## config.mk

```make
export PLATFORM = sky130hd
export DESIGN_NAME = reaction_timer_multi
export DESIGN_NICKNAME = d
export VERILOG_FILES = /design/src/rtl/reaction_timer_pkg.sv /design/src/rtl/reaction_timer_multi_bcd_tick_counter.sv /design/src/rtl/reaction_timer_multi.sv
export SDC_FILE = /design/constraint.sdc
export NUM_CORES = 1
export LEC_CHECK = 0
export ABC_AREA = 1
export ABC_CLOCK_PERIOD_IN_PS = 2510
export CAP_MARGIN = 20
export CORE_MARGIN = 4
export CORE_UTILIZATION = 25
export CTS_BUF_LIST = sky130_fd_sc_hd__clkbuf_4 sky130_fd_sc_hd__clkbuf_8 sky130_fd_sc_hd__clkbuf_16
export DETAILED_ROUTE_END_ITERATION = 10
export PLACE_DENSITY = 0.4
export REMOVE_ABC_BUFFERS = 1
export SKIP_CTS_REPAIR_TIMING = 1
export SLEW_MARGIN = 15
export SYNTH_ARGS = -nofsm -noshare
export SYNTH_HDL_FRONTEND = slang
export SYNTH_SLANG_ARGS = --single-unit
export TNS_END_PERCENT = 100
```

## constraint.sdc

```tcl
create_clock -name clk -period 2.51 [get_ports clk]
set_clock_uncertainty 0.2 [all_clocks]
set_input_delay 0.502 -clock clk [delete_from_list [all_inputs] [get_ports clk]]
set_output_delay 0.502 -clock clk [all_outputs]
set_load 0.005 [all_outputs]
```

## src/rtl/reaction_timer_pkg.sv

```systemverilog
// Shared types, constants and helpers for the multi-player reaction timer.
package reaction_timer_pkg;

  typedef enum logic [1:0] {IDLE, WAIT, MEASURE, DONE} state_t;

  // Board defaults; instances override CLK_HZ/TICK_HZ and derive their own divider with tick_div().
  localparam int DEFAULT_CLK_HZ  = 50_000_000;
  localparam int DEFAULT_TICK_HZ = 100;
  localparam int TICK_DIV        = DEFAULT_CLK_HZ / DEFAULT_TICK_HZ;

  localparam logic [3:0] BCD_MAX = 4'd9;

  // Widest result the BCD compare handles; narrower values are zero-extended.
  localparam int MAX_DIGITS = 8;
  localparam int BCD_CMP_W  = MAX_DIGITS * 4;

  function automatic int tick_div(input int clk_hz, input int tick_hz);
    return clk_hz / tick_hz;
  endfunction

  // Magnitude compare of packed BCD, most significant digit decides first.
  function automatic logic bcd_lt(input logic [BCD_CMP_W-1:0] a, input logic [BCD_CMP_W-1:0] b);
    logic lt;
    logic decided;
    lt      = 1'b0;
    decided = 1'b0;
    for (int i = MAX_DIGITS - 1; i >= 0; i--) begin
      if (!decided && (a[i*4 +: 4] != b[i*4 +: 4])) begin
        lt      = (a[i*4 +: 4] < b[i*4 +: 4]);
        decided = 1'b1;
      end
    end
    return lt;
  endfunction

endpackage

```

## src/rtl/reaction_timer_multi_bcd_tick_counter.sv

```systemverilog
// Tick prescaler feeding a cascaded BCD counter that sticks at all 9s.
module bcd_tick_counter
  import reaction_timer_pkg::*;
#(
  parameter int DIV    = 10,
  parameter int DIGITS = 3
) (
  input  logic                  clk,
  input  logic                  rst_n,
  input  logic                  clear,
  input  logic                  enable,
  output logic [DIGITS*4-1:0]   count_bcd,
  output logic                  sat
);

  localparam int PW = (DIV > 1) ? $clog2(DIV) : 1;
  localparam logic [PW-1:0] PRE_LAST = PW'(DIV - 1);

  logic [PW-1:0]       pre_q, pre_d;
  logic [DIGITS*4-1:0] cnt_q, cnt_d;
  logic                carry;

  assign sat       = (cnt_q == {DIGITS{BCD_MAX}});
  assign count_bcd = cnt_q;

  // Advance the prescaler; on its last cycle ripple a +1 through the BCD digits.
  always_comb begin
    pre_d = pre_q;
    cnt_d = cnt_q;
    carry = 1'b0;
    if (clear) begin
      pre_d = '0;
      cnt_d = '0;
    end else if (enable && !sat) begin
      if (pre_q == PRE_LAST) begin
        pre_d = '0;
        carry = 1'b1;
        for (int i = 0; i < DIGITS; i++) begin
          if (carry) begin
            if (cnt_q[i*4 +: 4] == BCD_MAX) begin
              cnt_d[i*4 +: 4] = 4'd0;
            end else begin
              cnt_d[i*4 +: 4] = cnt_q[i*4 +: 4] + 4'd1;
              carry           = 1'b0;
            end
          end
        end
      end else begin
        pre_d = pre_q + PW'(1);
      end
    end
  end

  // Counter state registers.
  always_ff @(posedge clk or negedge rst_n) begin
    if (!rst_n) begin
      pre_q <= '0;
      cnt_q <= '0;
    end else begin
      pre_q <= pre_d;
      cnt_q <= cnt_d;
    end
  end

endmodule

```

## src/rtl/reaction_timer_multi.sv

```systemverilog
// Multi-player reaction timer: key sync, round FSM, per-player capture and winner pick.
// Optional best-time tracking is built when BEST_TIME_EN is defined.
module reaction_timer_multi
  import reaction_timer_pkg::*;
#(
  parameter int CLK_HZ      = 50_000_000,
  parameter int TICK_HZ     = 100,
  parameter int DIGITS      = 3,
  parameter int NUM_PLAYERS = 2,
  parameter int DELAY_W     = 8
) (
  input  logic                            clk,
  input  logic                            key0,
  input  logic                            key_start,
  input  logic [NUM_PLAYERS-1:0]          key_stop,
  input  logic [DELAY_W-1:0]              delay_sel,
  output logic                            ledr,
  output logic                            busy,
  output logic [NUM_PLAYERS*DIGITS*4-1:0] time_bcd,
  output logic [NUM_PLAYERS-1:0]          done,
  output logic [NUM_PLAYERS-1:0]          false_start,
  output logic [1:0]                      winner,
  output logic                            winner_vld,
  output logic [DIGITS*4-1:0]             best_bcd,
  output logic                            new_best
);

  localparam int TW          = DIGITS * 4;
  localparam int KW          = NUM_PLAYERS + 1;
  localparam int TICK_CYCLES = tick_div(CLK_HZ, TICK_HZ);
  localparam int SEC_W       = $clog2(CLK_HZ);
  localparam logic [SEC_W-1:0] SEC_LAST  = SEC_W'(CLK_HZ - 1);
  localparam logic [TW-1:0]    ALL_NINES = {DIGITS{BCD_MAX}};

  logic [KW-1:0] sync1_q, sync1_d, sync2_q, sync2_d, sync3_q, sync3_d;
  logic [KW-1:0] key_ev;
  logic                   start_ev;
  logic [NUM_PLAYERS-1:0] stop_ev;

  state_t                      state_q, state_d;
  logic [DELAY_W-1:0]          delay_q, delay_d;
  logic [SEC_W-1:0]            sec_q, sec_d;
  logic [NUM_PLAYERS*TW-1:0]   time_q, time_d;
  logic [NUM_PLAYERS-1:0]      done_q, done_d;
  logic [NUM_PLAYERS-1:0]      fs_q, fs_d;
  logic [1:0]                  winner_q, winner_d;
  logic                        wv_q, wv_d;
  logic [NUM_PLAYERS-1:0]      capture;
  logic                        cnt_clear;
  logic [TW-1:0]               cnt_bcd;
  logic                        cnt_sat;

  bcd_tick_counter #(.DIV(TICK_CYCLES), .DIGITS(DIGITS)) u_counter (
    .clk       (clk),
    .rst_n     (key0),
    .clear     (cnt_clear),
    .enable    (state_q == MEASURE),
    .count_bcd (cnt_bcd),
    .sat       (cnt_sat)
  );

  // Two-stage synchroniser plus one history stage for falling-edge detect on all keys.
  always_comb begin
    sync1_d = {key_stop, key_start};
    sync2_d = sync1_q;
    sync3_d = sync2_q;
  end

  assign key_ev   = sync3_q & ~sync2_q;
  assign start_ev = key_ev[0];
  assign stop_ev  = key_ev[KW-1:1];

  // Round sequencing, false-start tracking, captures, timeout fill and winner pick.
  always_comb begin
    state_d   = state_q;
    delay_d   = delay_q;
    sec_d     = sec_q;
    time_d    = time_q;
    done_d    = done_q;
    fs_d      = fs_q;
    winner_d  = winner_q;
    wv_d      = wv_q;
    capture   = '0;
    cnt_clear = 1'b0;
    case (state_q)
      IDLE, DONE: begin
        if (start_ev) begin
          delay_d   = delay_sel;
          sec_d     = '0;
          time_d    = '0;
          done_d    = '0;
          fs_d      = '0;
          winner_d  = '0;
          wv_d      = 1'b0;
          cnt_clear = 1'b1;
          state_d   = (delay_sel == '0) ? MEASURE : WAIT;
        end
      end
      WAIT: begin
        fs_d = fs_q | stop_ev;
        if (&fs_d) begin
          state_d = DONE;
        end else if (sec_q == SEC_LAST) begin
          sec_d   = '0;
          delay_d = delay_q - DELAY_W'(1);
          if (delay_q <= DELAY_W'(1)) state_d = MEASURE;
        end else begin
          sec_d = sec_q + SEC_W'(1);
        end
      end
      MEASURE: begin
        capture = stop_ev & ~fs_q & ~done_q;
        for (int p = 0; p < NUM_PLAYERS; p++) begin
          if (capture[p]) time_d[p*TW +: TW] = cnt_bcd;
        end
        done_d = done_q | capture;
        if (!wv_q && (|capture)) begin
          wv_d = 1'b1;
          for (int p = NUM_PLAYERS - 1; p >= 0; p--) begin
            if (capture[p]) winner_d = 2'(p);
          end
        end
        if ((~fs_q & ~done_d) == '0) begin
          state_d = DONE;
        end else if (cnt_sat) begin
          for (int p = 0; p < NUM_PLAYERS; p++) begin
            if (!fs_q[p] && !done_d[p]) time_d[p*TW +: TW] = ALL_NINES;
          end
          state_d = DONE;
        end
      end
      default: state_d = IDLE;
    endcase
  end

  // Core state registers; key0 clears everything immediately.
  always_ff @(posedge clk or negedge key0) begin
    if (!key0) begin
      sync1_q  <= '1;
      sync2_q  <= '1;
      sync3_q  <= '1;
      state_q  <= IDLE;
      delay_q  <= '0;
      sec_q    <= '0;
      time_q   <= '0;
      done_q   <= '0;
      fs_q     <= '0;
      winner_q <= '0;
      wv_q     <= 1'b0;
    end else begin
      sync1_q  <= sync1_d;
      sync2_q  <= sync2_d;
      sync3_q  <= sync3_d;
      state_q  <= state_d;
      delay_q  <= delay_d;
      sec_q    <= sec_d;
      time_q   <= time_d;
      done_q   <= done_d;
      fs_q     <= fs_d;
      winner_q <= winner_d;
      wv_q     <= wv_d;
    end
  end

  assign ledr        = (state_q == MEASURE);
  assign busy        = (state_q == WAIT) || (state_q == MEASURE);
  assign time_bcd    = time_q;
  assign done        = done_q;
  assign false_start = fs_q;
  assign winner      = winner_q;
  assign winner_vld  = wv_q;

`ifdef BEST_TIME_EN
  logic [TW-1:0] best_q, best_d;
  logic          new_best_q, new_best_d;
  logic [TW-1:0] win_time;

  // On entry to DONE, keep the winner's time if it beats the record.
  always_comb begin
    best_d     = best_q;
    new_best_d = 1'b0;
    win_time   = time_d[TW-1:0];
    for (int p = 0; p < NUM_PLAYERS; p++) begin
      if (winner_d == 2'(p)) win_time = time_d[p*TW +: TW];
    end
    if ((state_d == DONE) && (state_q != DONE) && wv_d &&
        bcd_lt(BCD_CMP_W'(win_time), BCD_CMP_W'(best_q))) begin
      best_d     = win_time;
      new_best_d = 1'b1;
    end
  end

  // Best-time registers; the record starts at full scale.
  always_ff @(posedge clk or negedge key0) begin
    if (!key0) begin
      best_q     <= ALL_NINES;
      new_best_q <= 1'b0;
    end else begin
      best_q     <= best_d;
      new_best_q <= new_best_d;
    end
  end

  assign best_bcd = best_q;
  assign new_best = new_best_q;
`else
  assign best_bcd = ALL_NINES;
  assign new_best = 1'b0;
`endif

endmodule

```

==> out/metrics.csv, run 1 <==
stage,metric,value,unit
outcome,outcome,"complete, no violations",
synthesis,synth_flop_cell,dfrtp_1,
setup_path,critPathBufInv,2,
global_routing,grt_max_degree,46,
synthesis,ys_types,41,
setup_path,cp_slowest_cell,clkdlybuf4s50_1,
global_routing,grt_antenna_before_repair,0,
routing,vias_per_cell,4.33,
synthesis,avgSynthCellArea,7.27,sq um
setup_path,critPathMaxFanout,4,
routing,dr.first_iter.drc_count,239,
die,die_h,167,um
setup_path,cp_top_family,buffers and inverters,
global_routing,use_met3,2.38,%
timing,setup_violations,0,
routing,ant_nets,0,
placement,place.gp.congestion,0.813,
power,powerDensity,870,nW/um^2
layout,utilization,30.1,%
die,die_area,28000,sq um
global_routing,globalRoute.busiestLayer,met2,
die,initial_utilization,25.3,%
clocking,cts_num_sinks,106,
min_path,hp-class,reg2reg,
timing,whs,0.164,ns
setup_path,crit_chain,inv_1 -> ha_1 -> clkdlybuf4s50_1,
timing,relSlewSlack,57.5,%
synthesis,ys_seq_area_share,42.0,%
layout,area_growth_syn_to_layout,18.7,%
timing,finalHoldViolations,0,
timing,worst-slew-pin-transition,0.632,ns
die,rows,58,
synthesis,yosysTopAreaCell,dfrtp_1,
clocking,cts_tree,yes,
setup_path,rrSetupSlack,0.30,ns
timing,timing.final.crit_period,2.42,ns
routing,wire_per_inst,14.2,um
layout,drive_above_1_share,8.57,%
synthesis,netlist_instances,873,
global_routing,grtUsageMet1,19.1,%
clocking,cts.clk_slew.worst_paths,0.07,ns
layout,nNetsFinal,953,
synthesis,synth_area,6340,sq um
routing,drt_pre_antenna_iters,5,
flow_run,max-cap-violations,0,
timing,rsz0062_at_grt,false,
timing,finalCritPeriodShare,96.5,%
setup_path,slowest_delay,0.61,ns
synthesis,ys_ff_latch,106,
layout,n_antenna_cell,0,
synthesis,synth-edff-count,0,
synthesis,synth.area.top_cells,"dfrtp_1 (38%), nand2_1 (14%), nor2_1 (6.7%), inv_1 (5.3%), nand3_1 (5.0%)",
synthesis,yosys.area.top_type_share,38.3,%
synthesis,ys_warn_count,0,
global_routing,grt_pass1_vias,5551,
global_routing,overflow,0,
global_routing,grt_pass1_wl,30000,um
power,leakage,3.51,nW
clocking,root_buffer,clkbuf_16,
clocking,clkLatencyLatePin,0.36,ns
power,ir_drop,0.317,mV
synthesis,yosysMostFrequentCell,nand2_1,
synthesis,async_reset_ff_share,100,%
setup_path,crit_arrival,1.72,ns
setup_path,critPathLaunchType,flip-flop,
routing,drt_wl_total,18000,um
setup_path,crit_path_end_kind,output port,
clocking,cts_buffers,9,
placement,port_buffers,44,
global_routing,use_met2,20.5,%
placement,dp_hpwl,13400,um
timing,drv_slew,0,
clocking,h-tree-depth,3,
synthesis,netlist_top_cells_count,"nand2_1 (235), nor2_1 (113), dfrtp_1 (97)",
clocking,clk_path_buf_depth,2,
routing,vias,5471,
global_routing,grtUsageTotal,13.1,%
die,fp.coreArea,25000,sq um
setup_path,crit_type,reg2out,
die,ioPinCount,59,
routing,drc_errors,0,
die,die_w,167,um
timing,fmax,413,MHz
setup_path,worstPathRequired,1.81,ns
## cell type report
class	count	area (sq um)
Fill cell	2717	17500
Multi-Input combinational cell	649	3140
Tap cell	330	413
Timing Repair Buffer	69	668
Clock inverter	4	26.3
Inverter	93	353
Clock buffer	12	260
Sequential cell	106	2660
## path summary, 6_finish.rpt
kind / to / depth (start not counted) / startpoint
worst max register to register: u_counter.pre_q[12] / 11 / u_counter.count_bcd[9]
min in group asynchronous: delay_q[0] / 2 / key0
worst min-delay path: sync2_q[0] / 0 / sync1_q[0]
worst min register to register: sync2_q[0] / 0 / sync1_q[0]
max in group asynchronous: sync3_q[1] / 3 / key0
worst max-delay path: ledr / 3 / state_q[0]
## flip-flops by register name, indices dropped and copies added (netlist names), 3 cells and up
| signal | cells |
|---|---|
| delay_q | 8 |
| sec_q | 26 |
| sync1_q | 3 |
| sync2_q | 3 |
| sync3_q | 3 |
| time_bcd | 24 |
| u_counter.count_bcd | 12 |
| u_counter.pre_q | 19 |
## through the flow
stage	setup slack (ns)	std cells	TNS (ns)	power [mW]	instance area (sq um)
floorplan	-0.0594	848	-0.574	3.90	6160
global placement	0.249	1246	0	5.24	7230
detailed placement	0.208	1246	0	5.22	7230
CTS	-0.0397	1262	-0.0397	6.70	7510
global route	0.0265	1263	0	7.15	7530
finish	0.0868	1263	0	6.55	7530
## where the power goes
part	internal [mW]	switching (mW)	total [mW]
clock	0.740	0.689	1.43
combinational	1.06	1.71	2.78
sequential	2.04	0.296	2.34
total	3.85	2.70	6.55
## placed cells by master, fill, tap and decap left out, types with 23 or more instances in the layout
| cell | synthesis | layout |
|---|---|---|
| nand2_1 | 235 | 234 |
| nor2_1 | 113 | 113 |
| dfrtp_1 | 97 | 97 |
| inv_1 | 89 | 89 |
| nand3_1 | 63 | 63 |
| o21ai_0 | 49 | 49 |
| clkdlybuf4s50_1 | 0 | 42 |
| a21oi_1 | 37 | 37 |
| nand4_1 | 24 | 24 |
| nor3_1 | 23 | 23 |
## kinds of logic after synthesis
| kind of cell | synth area share [%] |
|---|---|
| AND/OR/NAND/NOR | 32.9 |
| buffers and inverters | 9.21 |
| AO/OA/AOI/OAI | 10.9 |
| flip-flops | 42.0 |
| XOR/XNOR | 2.35 |
| adder cells (fa/ha/maj) | 2.37 |
| other | 0.118 |
| multiplexers | 0.158 |
## metal layers
layer | routed length, um | part of all wire [%]
met1 | 9410 | 52
met2 | 7950 | 44
met3 | 494 | 2.7
met4 | 133 | 0.74
met5 | 0 | 0
Note: power is estimated with default switching activity, not from simulation.
==> run 2: changes to the inputs <==
--- a/config.mk
+++ b/config.mk
@@ -14,8 +14,8 @@
 export DETAILED_ROUTE_END_ITERATION = 10
 export PLACE_DENSITY = 0.4
 export REMOVE_ABC_BUFFERS = 1
+export SETUP_SLACK_MARGIN = 0.1
 export SKIP_CTS_REPAIR_TIMING = 1
-export SLEW_MARGIN = 15
 export SYNTH_ARGS = -nofsm -noshare
 export SYNTH_HDL_FRONTEND = slang
 export SYNTH_SLANG_ARGS = --single-unit
==> out/metrics.csv, run 2 (synthesis results as in run 1) <==
stage,metric,value,unit,change
outcome,outcome,"complete, no violations",,
setup_path,r2r_end,time_bcd[1],,
global_routing,grt_pass1_vias,5551,,unchanged
min_path,hp-class,reg2reg,,
timing,drv_slew,0,,unchanged
die,rows,58,,unchanged
power,powerDensity,870,nW/um^2,about the same
routing,dr.first_iter.drc_count,221,,-7.5%
flow_run,max-cap-violations,0,,unchanged
clocking,root_buffer,clkbuf_16,,
layout,utilization,30.1,%,+0.035 points
power,switching_power,2.70,mW,+0.12%
power,pwr-share-clk,21.8,%,about the same
timing,relSlewSlack,57.9,%,+0.38 points
power,internal_power,3.86,mW,+0.20%
min_path,hold_path_depth,0,,unchanged
layout,fin_area,7540,sq um,+0.12%
timing,setup_tns,0,ns,unchanged
timing,fmax,423,MHz,+2.5%
layout,largest_register_ffs,26,,unchanged
routing,ant_nets,0,,unchanged
timing,rsz0062_at_grt,false,,
layout,final_cell_mix,"nand2_1 (234), nor2_1 (112), dfrtp_1 (97)",,
timing,finalHoldViolations,0,,unchanged
global_routing,grt_pass1_wl,30000,um,unchanged
power,power_switching_share,41.2,%,about the same
die,initial_utilization,25.3,%,unchanged
min_path,holdPathEnd,sync2_q[0],,
setup_path,crit_path_end_kind,output port,,
clocking,cts.clk_slew.worst_paths,0.08,ns,about the same
layout,area_growth_syn_to_layout,18.8,%,
setup_path,crit_type,reg2out,,
die,die_area,28000,sq um,unchanged
setup_path,r2r_cells,9,,-2
placement,port_buffers,44,,unchanged
clocking,cts_buffers,9,,unchanged
routing,vias_per_cell,4.36,,+0.57%
power,fin_total_pwr,6.56,mW,+0.17%
routing,drt_wl_total,18000,um,+0.24%
global_routing,grt_max_degree,46,,unchanged
setup_path,critPathLaunchType,flip-flop,,
routing,drc_errors,0,,unchanged
placement,place.gp.congestion,0.813,,unchanged
layout,n_antenna_cell,0,,unchanged
setup_path,r2r_start,state_q[0],,
routing,drt_pre_antenna_iters,5,,unchanged
power,ir_drop,0.317,mV,about the same
die,ioPinCount,59,,unchanged
setup_path,worstSetupStartpoint,state_q[0],,
layout,final_common_cell,nand2_1,,
timing,timing.final.crit_period,2.36,ns,-0.0586 ns
routing,wire_per_inst,14.3,um,+0.24%
timing,worst-slew-pin-transition,0.626,ns,-0.00571 ns
clocking,clk_path_buf_depth,2,,unchanged
layout,largest-register,sec_q,,
power,pwr-share-seq,35.7,%,about the same
placement,dp_hpwl,13400,um,unchanged
die,die_h,167,um,unchanged
placement,dpl_cell_area,7230,sq um,unchanged
routing,vias,5502,,+0.57%
clocking,h-tree-depth,3,,unchanged
die,fp.coreArea,25000,sq um,unchanged
timing,finalCritPeriodShare,94.2,%,-2.3 points
setup_path,worstPathRequired,1.81,ns,about the same
layout,nNetsFinal,953,,unchanged
setup_path,crit_arrival,1.66,ns,-0.06 ns
global_routing,grt_antenna_before_repair,0,,unchanged
layout,drive_above_1_share,8.90,%,+0.32 points
global_routing,grtUsageTotal,13.1,%,unchanged
clocking,cts_tree,yes,,
power,leakage,3.51,nW,-0.10%
die,die_w,167,um,unchanged
min_path,hp-start,sync1_q[0],,
global_routing,overflow,0,,unchanged
clocking,clkLatencyLatePin,0.36,ns,about the same
setup_path,rrSetupSlack,0.35,ns,+0.05 ns
power,p_comb_share,42.5,%,about the same
setup_path,critPathMaxFanout,4,,unchanged
timing,setup_violations,0,,unchanged
clocking,cts_num_sinks,106,,unchanged
==> run 2: cell types whose count changed in the layout (fill, tap and decap cells not counted) <==
cell        before  now
nor2_2           2    3
clkinvlp_4       1    2
ha_1            12   11
ha_2             0    1
inv_1           89   88
nor2_1         113  112
==> run 2: layout make-up <==
class	instances	area, sq um
fill	2716	17500
multi-input combinational	649	3150
sequential	106	2660
timing repair buffer	69	668
tap	330	413
inverter	93	357
clock buffer	12	260
clock inverter	4	26.3
==> run 2: worst max-delay path, cell delays in order, from the launching register on <==
cell             delay (ns)
dfrtp_1                0.41
inv_1                  0.07
ha_2                   0.25
clkdlybuf4s50_1        0.58
==> run 2: power groups by stage <==
stage | registers [mW] | logic (mW) | clock network (mW)
2_1_floorplan | 2.32 | 1.58 | 0
3_3_place_gp | 2.38 | 2.86 | 0
3_5_place_dp | 2.38 | 2.84 | 0
4_1_cts | 2.35 | 2.85 | 1.50
5_1_grt | 2.40 | 3.21 | 1.55
6_report | 2.34 | 2.79 | 1.43
==> run 2: how the worst max path moves through the flow <==
stage	depth (start not counted)	slack [ns]	to
finish	3	0.15	ledr
global route	10	0.12	u_counter.count_bcd[10]
CTS	4	-0.04	busy
detailed placement	10	0.21	u_counter.pre_q[4]
global placement	10	0.25	u_counter.pre_q[4]
floorplan	10	-0.06	sec_q[5]
==> run 2: metal layers <==
layer | track usage [%] | share of wire [%] | vias up | routed length, um
li1 | - | - | 2905 | -
met1 | 19.1 | 52 | 2537 | 9390
met2 | 20.5 | 44 | 53 | 8000
met3 | 2.38 | 2.8 | 7 | 513
met4 | 2.86 | 0.66 | 0 | 119
met5 | 0 | 0 | - | 0
==> run 2: metrics by stage <==
stage | hold slack, ns | worst slack [ns] | cells
2_1_floorplan | 0.00641 | -0.0594 | 848
3_3_place_gp | 0.155 | 0.249 | 1246
3_5_place_dp | 0.157 | 0.208 | 1246
4_1_cts | -0.119 | -0.0397 | 1262
5_1_grt | 0.172 | 0.116 | 1263
6_report | 0.164 | 0.145 | 1263
